**src/rtl/calc2_pkg.sv**
```systemverilog
// Shared types for the calc2 request scheduler: command and response codes,
// capture FSM states and the queued request entry.
package calc2_pkg;

  typedef enum logic [3:0] {
    CMD_NOP = 4'd0,
    CMD_ADD = 4'd1,
    CMD_SUB = 4'd2,
    CMD_SHL = 4'd5,
    CMD_SHR = 4'd6
  } cmd_e;

  typedef enum logic [1:0] {
    RSP_NONE = 2'd0,
    RSP_OK   = 2'd1,
    RSP_ERR  = 2'd2
  } resp_e;

  typedef enum logic {
    CAP_IDLE = 1'b0,
    CAP_OP2  = 1'b1
  } cap_state_e;

  typedef struct packed {
    logic [3:0]  cmd;
    logic [31:0] op1;
    logic [31:0] op2;
    logic [1:0]  tag;
    logic        err;
  } req_entry_t;

  // A command the ALU does not implement is answered locally with an error
  function automatic logic cmd_is_err(input logic [3:0] cmd);
    return !((cmd == CMD_ADD) || (cmd == CMD_SUB) ||
             (cmd == CMD_SHL) || (cmd == CMD_SHR));
  endfunction

endpackage

```
**src/rtl/calc2_req_fifo.sv**
```systemverilog
// Per-port synchronous request FIFO. A push into a full FIFO is accepted only
// when a pop happens in the same cycle; otherwise the caller reports a drop.
module calc2_req_fifo
  import calc2_pkg::*;
#(
  parameter int DEPTH = 4
) (
  input  logic       c_clk,
  input  logic       reset_n,
  input  logic       push,
  input  logic       pop,
  input  req_entry_t wdata,
  output req_entry_t rdata,
  output logic       full,
  output logic       empty
);

  localparam int AW = $clog2(DEPTH);

  req_entry_t     mem [DEPTH];
  logic [AW:0]    wr_ptr;
  logic [AW:0]    rd_ptr;
  logic           do_write;
  logic           do_read;

  assign empty    = (wr_ptr == rd_ptr);
  assign full     = (wr_ptr[AW] != rd_ptr[AW]) && (wr_ptr[AW-1:0] == rd_ptr[AW-1:0]);
  assign do_read  = pop && !empty;
  assign do_write = push && (!full || do_read);
  assign rdata    = mem[rd_ptr[AW-1:0]];

  // Read/write pointers with an extra wrap bit to tell full from empty
  always_ff @(posedge c_clk or negedge reset_n) begin
    if (!reset_n) begin
      wr_ptr <= '0;
      rd_ptr <= '0;
    end else begin
      if (do_write) wr_ptr <= wr_ptr + 1'b1;
      if (do_read)  rd_ptr <= rd_ptr + 1'b1;
    end
  end

  // Entry storage; contents are only observed while the FIFO is non-empty
  always_ff @(posedge c_clk) begin
    if (do_write) mem[wr_ptr[AW-1:0]] <= wdata;
  end

endmodule

```
**src/rtl/calc2_req_sched.sv**
```systemverilog
// Front-end scheduler for the calc2 shared ALU: captures two-cycle requests per
// port, queues them, grants the ALU round-robin and routes results back.
module calc2_req_sched
  import calc2_pkg::*;
#(
  parameter int NPORTS     = 4,
  parameter int FIFO_DEPTH = 4
) (
  input  logic                    c_clk,
  input  logic                    reset_n,
  input  logic [NPORTS-1:0][3:0]  req_cmd_in,
  input  logic [NPORTS-1:0][31:0] req_data_in,
  input  logic [NPORTS-1:0][1:0]  req_tag_in,
  output logic                    alu_req_valid,
  input  logic                    alu_req_ready,
  output logic [3:0]              alu_req_cmd,
  output logic [31:0]             alu_req_op1,
  output logic [31:0]             alu_req_op2,
  output logic [1:0]              alu_req_port,
  output logic [1:0]              alu_req_tag,
  input  logic                    alu_rsp_valid,
  input  logic [1:0]              alu_rsp_port,
  input  logic [1:0]              alu_rsp_tag,
  input  logic [1:0]              alu_rsp_resp,
  input  logic [31:0]             alu_rsp_data,
  output logic [NPORTS-1:0][1:0]  out_resp,
  output logic [NPORTS-1:0][31:0] out_data,
  output logic [NPORTS-1:0][1:0]  out_tag,
  output logic [NPORTS-1:0]       drop_pulse
);

  cap_state_e  cap_state [NPORTS];
  cap_state_e  cap_next  [NPORTS];
  logic [3:0]  lat_cmd   [NPORTS];
  logic [31:0] lat_op1   [NPORTS];
  logic [1:0]  lat_tag   [NPORTS];
  req_entry_t  wr_entry  [NPORTS];
  req_entry_t  head      [NPORTS];

  logic [NPORTS-1:0] push_vec, pop_vec, full_vec, empty_vec;

  logic [1:0]  rr_ptr, arb_port, cand, grant, hold_port;
  logic        arb_found, have_grant, hold_valid;
  logic        issue_pop, err_pop, err_blocked;
  req_entry_t  grant_head;

  logic [NPORTS-1:0][1:0]  resp_next;
  logic [NPORTS-1:0][31:0] data_next;
  logic [NPORTS-1:0][1:0]  tag_next;

  // Capture state plus the cmd/op1/tag held from the command cycle
  always_ff @(posedge c_clk or negedge reset_n) begin
    if (!reset_n) begin
      for (int p = 0; p < NPORTS; p++) begin
        cap_state[p] <= CAP_IDLE;
        lat_cmd[p]   <= '0;
        lat_op1[p]   <= '0;
        lat_tag[p]   <= '0;
      end
    end else begin
      for (int p = 0; p < NPORTS; p++) begin
        cap_state[p] <= cap_next[p];
        if ((cap_state[p] == CAP_IDLE) && (req_cmd_in[p] != 4'd0)) begin
          lat_cmd[p] <= req_cmd_in[p];
          lat_op1[p] <= req_data_in[p];
          lat_tag[p] <= req_tag_in[p];
        end
      end
    end
  end

  // Next capture state; the op2 cycle pushes the assembled entry
  always_comb begin
    for (int p = 0; p < NPORTS; p++) begin
      cap_next[p] = cap_state[p];
      push_vec[p] = 1'b0;
      wr_entry[p] = '0;
      case (cap_state[p])
        CAP_IDLE: if (req_cmd_in[p] != 4'd0) cap_next[p] = CAP_OP2;
        CAP_OP2: begin
          cap_next[p]     = CAP_IDLE;
          push_vec[p]     = 1'b1;
          wr_entry[p].cmd = lat_cmd[p];
          wr_entry[p].op1 = lat_op1[p];
          wr_entry[p].op2 = req_data_in[p];
          wr_entry[p].tag = lat_tag[p];
          wr_entry[p].err = cmd_is_err(lat_cmd[p]);
        end
        default: cap_next[p] = CAP_IDLE;
      endcase
    end
  end

  for (genvar p = 0; p < NPORTS; p++) begin : g_port
    calc2_req_fifo #(.DEPTH(FIFO_DEPTH)) u_fifo (
      .c_clk   (c_clk),
      .reset_n (reset_n),
      .push    (push_vec[p]),
      .pop     (pop_vec[p]),
      .wdata   (wr_entry[p]),
      .rdata   (head[p]),
      .full    (full_vec[p]),
      .empty   (empty_vec[p])
    );
  end

  // A write into a full FIFO survives only if that port pops in the same cycle
  assign drop_pulse = push_vec & full_vec & ~pop_vec;

  // Round-robin search: first non-empty port at or after rr_ptr
  always_comb begin
    arb_found = 1'b0;
    arb_port  = rr_ptr;
    cand      = '0;
    for (int k = 0; k < NPORTS; k++) begin
      cand = 2'((int'(rr_ptr) + k) % NPORTS);
      if (!arb_found && !empty_vec[cand]) begin
        arb_found = 1'b1;
        arb_port  = cand;
      end
    end
  end

  // A stalled issue keeps its grant so the ALU sees stable request fields
  assign have_grant    = hold_valid | arb_found;
  assign grant         = hold_valid ? hold_port : arb_port;
  assign grant_head    = head[grant];
  assign alu_req_valid = have_grant && !grant_head.err;
  assign err_blocked   = alu_rsp_valid && (alu_rsp_port == grant);
  assign issue_pop     = alu_req_valid && alu_req_ready;
  assign err_pop       = have_grant && grant_head.err && !err_blocked;

  assign alu_req_cmd  = alu_req_valid ? grant_head.cmd : '0;
  assign alu_req_op1  = alu_req_valid ? grant_head.op1 : '0;
  assign alu_req_op2  = alu_req_valid ? grant_head.op2 : '0;
  assign alu_req_tag  = alu_req_valid ? grant_head.tag : '0;
  assign alu_req_port = alu_req_valid ? grant : '0;

  // Route the pop to the granted port only
  always_comb begin
    for (int p = 0; p < NPORTS; p++) begin
      pop_vec[p] = (issue_pop || err_pop) && (grant == 2'(p));
    end
  end

  // Rotate past the served port on every pop; remember a stalled grant
  always_ff @(posedge c_clk or negedge reset_n) begin
    if (!reset_n) begin
      rr_ptr     <= '0;
      hold_valid <= 1'b0;
      hold_port  <= '0;
    end else begin
      if (issue_pop || err_pop) rr_ptr <= 2'((int'(grant) + 1) % NPORTS);
      hold_valid <= alu_req_valid && !alu_req_ready;
      hold_port  <= grant;
    end
  end

  // One-cycle response: ALU result or a locally generated error, never both on one port
  always_comb begin
    resp_next = '0;
    data_next = '0;
    tag_next  = '0;
    if (alu_rsp_valid) begin
      resp_next[alu_rsp_port] = alu_rsp_resp;
      data_next[alu_rsp_port] = alu_rsp_data;
      tag_next[alu_rsp_port]  = alu_rsp_tag;
    end
    if (err_pop) begin
      resp_next[grant] = RSP_ERR;
      data_next[grant] = '0;
      tag_next[grant]  = grant_head.tag;
    end
  end

  // Response output registers
  always_ff @(posedge c_clk or negedge reset_n) begin
    if (!reset_n) begin
      out_resp <= '0;
      out_data <= '0;
      out_tag  <= '0;
    end else begin
      out_resp <= resp_next;
      out_data <= data_next;
      out_tag  <= tag_next;
    end
  end

endmodule

```
**config.mk**
```make
export PLATFORM = sky130hd
export DESIGN_NAME = calc2_req_sched
export DESIGN_NICKNAME = d
export VERILOG_FILES = /design/src/rtl/calc2_pkg.sv /design/src/rtl/calc2_req_fifo.sv /design/src/rtl/calc2_req_sched.sv
export SDC_FILE = /design/constraint.sdc
export NUM_CORES = 1
export LEC_CHECK = 0
export CAP_MARGIN = 30
export CORE_AREA = 4 4 251 437
export CTS_BUF_LIST = sky130_fd_sc_hd__clkbuf_8
export DETAILED_ROUTE_END_ITERATION = 12
export DIE_AREA = 0 0 255 441
export GPL_ROUTABILITY_DRIVEN = 0
export GPL_TIMING_DRIVEN = 0
export MAX_ROUTING_LAYER = met4
export PLACE_DENSITY_LB_ADDON = 0.2
export SLEW_MARGIN = 30
export SYNTH_ARGS = -nofsm -noshare
export SYNTH_HDL_FRONTEND = slang
export SYNTH_HIERARCHICAL = 1
export SYNTH_SLANG_ARGS = --single-unit
```
**constraint.sdc**
```tcl
create_clock -name c_clk -period 6.2 [get_ports c_clk]
set_clock_uncertainty 0.2 [all_clocks]
set_input_delay 0.62 -clock c_clk [delete_from_list [all_inputs] [get_ports c_clk]]
set_output_delay 0.62 -clock c_clk [all_outputs]
set_load 0.02 [all_outputs]
```
==> results.cfg <==
[status]
status = complete, no violations

[job]
maxCapViolCount = 0

[placement]
place_ws_ns = -0.7486
dpl_cell_area_sq_mm = 0.06454
dp_hpwl_mm = 116.2
portBuffers = 412

[sta]
worst_slew_pin_slew_ns = 0.8194
worst_slack_ns = 0.09173
setup-violations-final = 0
clock.fmax_ghz = 0.1637
hold_viol = 0
maxSlewViolCount = 0
slew_headroom = 0.4538
min_period_over_period = 0.9852
layout_min_cycle_time_ns = 6.108

[synthesis]
yosysSeqAreaShare = 0.7312
synthArstFlopShare = 0.2246
synth.top_cells.by_area = edfxtp_1, dfrtp_1, mux4_2, and2_1, mux2_2
yosysMostFrequentCell = edfxtp_1
yosys.area.top_type = edfxtp_1
synth_edf_count = 1136
yosys_warnings = 6
ys_top_cells_by_count = edfxtp_1, nand2_1, dfrtp_1
syn_nets = 3476
netlist_area_sq_mm = 0.05791
syn_avg_cell_area_sq_um = 17.78
netlist_instances = 3258
yosys.area.top_type_share = 0.5890
dominantRegCellSynth = edfxtp_1
synth.distinct_cells = 57
ys_seq_elements = 1465

[clock_tree]
cts_tree = done
clock_path_buffers = 3
clk_latency_ns = 0.91
cts_max_level = 4
post_cts_buffers = 0
cts_buffers = 198
root_buffer = clkbuf_8
cts.sinks = 1465
clk_pin_slew_worst_paths_ns = 0.06

[floorplan]
die-area_sq_mm = 0.1125
coreArea_sq_mm = 0.1060
die_w_um = 255
chipHeight_um = 441
boundaryPins = 415
rows = 158
start_util = 0.5466

[global_route]
grt_pass1_vias = 33250
gr-total-overflow = 0
grt_pass1_wl_mm = 225.1
grt.total_usage = 0.2933
antenna_found_initial = 21
grt_max_degree = 81

[min_path]
hold_class = input port to flop
worstHoldStart = alu_req_ready
holdPathEnd = hold_valid
whs_path_depth = 2

[critical_path]
r2r-start = g_port[0].u_fifo/rd_ptr[1]
regToRegEndpoint = g_port[1].u_fifo/mem[2][13]
critPathArrivalTime_ns = 5.29
ff2ff_path_depth = 19
crit_required_ns = 5.38
end_kind = output port
ff2ff_setup_slack_ns = 0.16
startpoint_type = flop
timing_worst_setup_path_type = flop to output port
crit_path_max_fanout = 10

[detailed_routing]
drt_iter0_drc = 3520
drt_wl_total_mm = 161.0
first_pass_iters = 8
routedWlPerCell_um = 29.49
drcViolationCount = 0
routed-via-count = 32750
ant_nets = 0
vias_per_cell = 5.999

[finish]
fin_area_sq_mm = 0.06906
fin_nets = 4127
syn_to_final_growth_pct = 19.24
drive_gt1_frac = 0.2205

[power]
powerDensity_mw_per_mm2 = 593.0
ir_drop_mv = 1.110
leakagePower_nw = 25.21
[stage by stage]
step	total power, W	instances	utilization	hold slack [ns]	TNS (ns)
6_report	0.04095	5459	0.6517	0.1090	0
5_1_grt	0.04208	5457	0.6517	0.04339	-0.3277
4_1_cts	0.04041	5439	0.6502	0.002268	0
3_5_place_dp	0.03293	5060	0.6091	0.2222	-346.43
3_3_place_gp	0.03261	5030	0.6015	0.2814	-7022.20
2_1_floorplan	0.02425	3258	-	0.1244	0
[critical path, cell delays in order, from the launching register on]
cell           delay (ns)
dfrtp_1              0.38
buf_2                0.22
xor2_1               0.20
buf_2                0.19
or2_2                0.34
nor2_4               0.24
nand2b_1             0.17
o221ai_2             0.14
a221o_1              0.44
nand2_2              0.23
buf_4                0.28
clkbuf_4             0.27
nand2_1              0.07
and3_1               0.26
a311oi_2             0.54
dlygate4sd2_1        0.42
[placed cells by master, fill, tap and decap left out, types with 12 or more instances in the layout]
cell type and n:
diode_2 17, nor2_1 146, nand3_1 19, xor2_1 12, a311oi_2 29, buf_12 13, inv_1 116, clkinv_2 19
clkdlybuf4s50_1 340, a311oi_1 31, mux2_2 157, clkbuf_8 232, clkinv_1 15, dlygate4sd2_1 59, buf_4 15, and3_4 12
and3_1 71, nor2_2 12, edfxtp_1 1136, xnor2_1 14, clkbuf_1 117, nand2_1 332, buf_2 37, ha_1 24
mux4_2 285, dfrtp_1 329, buf_16 16, and2_1 286
[report_power, final]
part	leakage, nW	switching [W]	internal, W	total (W)
combinational	8.06	0.0128	0.00648	0.0193
sequential	14.7	0.000710	0.0136	0.0143
clock	2.41	0.00354	0.00378	0.00732
total	25.2	0.0171	0.0239	0.0409
[area by class of cell]
cell class | instances | area [sq um]
fillers | 7397 | 36910
flip-flops and latches | 1465 | 42350
clock buffers | 232 | 3193
well taps | 1360 | 1702
inverters | 30 | 132.6
clock inverters | 141 | 828.3
multi-input cells | 1570 | 15050
plain buffers | 196 | 909.6
repair buffers | 448 | 4851
diodes | 17 | 42.54
[cell families after synthesis]
kind of cell | share of synthesized area
DFF | 0.7312
and+or+nand+nor | 0.07732
muxes | 0.1437
buffers and inverters | 0.01713
AOI/OAI and AO/OA | 0.02152
xor gates and xnor gates | 0.003932
adders and majority gates | 0.005185
[sequential cells by signal, summed over array words and instances (netlist names), 4 cells and up]
name / flops
lat_cmd: 16
lat_tag: 8
cap_state: 4
g_port.u_fifo/wr_ptr: 12
lat_op1: 128
out_tag: 8
out_resp: 8
g_port.u_fifo/rd_ptr: 12
out_data: 128
g_port.u_fifo/mem: 1136
[routing by layer]
metal / global-route usage / vias up / wire length, um
met5: - / - / 0
met4: 0.1736 / 0 / 11830
met3: 0.08159 / 375 / 14370
met2: 0.4800 / 1685 / 81520
met1: 0.3207 / 16810 / 53250
li1: - / 13880 / -
[what timing repair did]
action | in CTS | in global routing
pin swaps | 0 | 3
setup endpoints to repair | 1111 | 245
cloned | 0 | 3
hold endpoints to repair | 197 | 0
resized for setup | 122 | 34
hold buffers | 6 | 0
[how the worst max path moves through the flow]
stage                                    start                           to  slack, ns  cells after the start
floorplan           g_port[0].u_fifo/rd_ptr[1]   g_port[3].u_fifo/mem[1][0]       0.27                     16
global placement                       reset_n                  lat_op1[80]     -11.84                      1
detailed placement  g_port[2].u_fifo/rd_ptr[1]  g_port[1].u_fifo/mem[0][11]      -0.75                     17
CTS                 g_port[0].u_fifo/rd_ptr[1]              alu_req_op2[16]     0.0006                     14
global route        g_port[0].u_fifo/rd_ptr[1]  g_port[1].u_fifo/mem[2][40]      -0.02                     19
finish              g_port[0].u_fifo/rd_ptr[1]              alu_req_op2[25]       0.09                     15
Note: power is estimated with default switching activity, not from simulation.
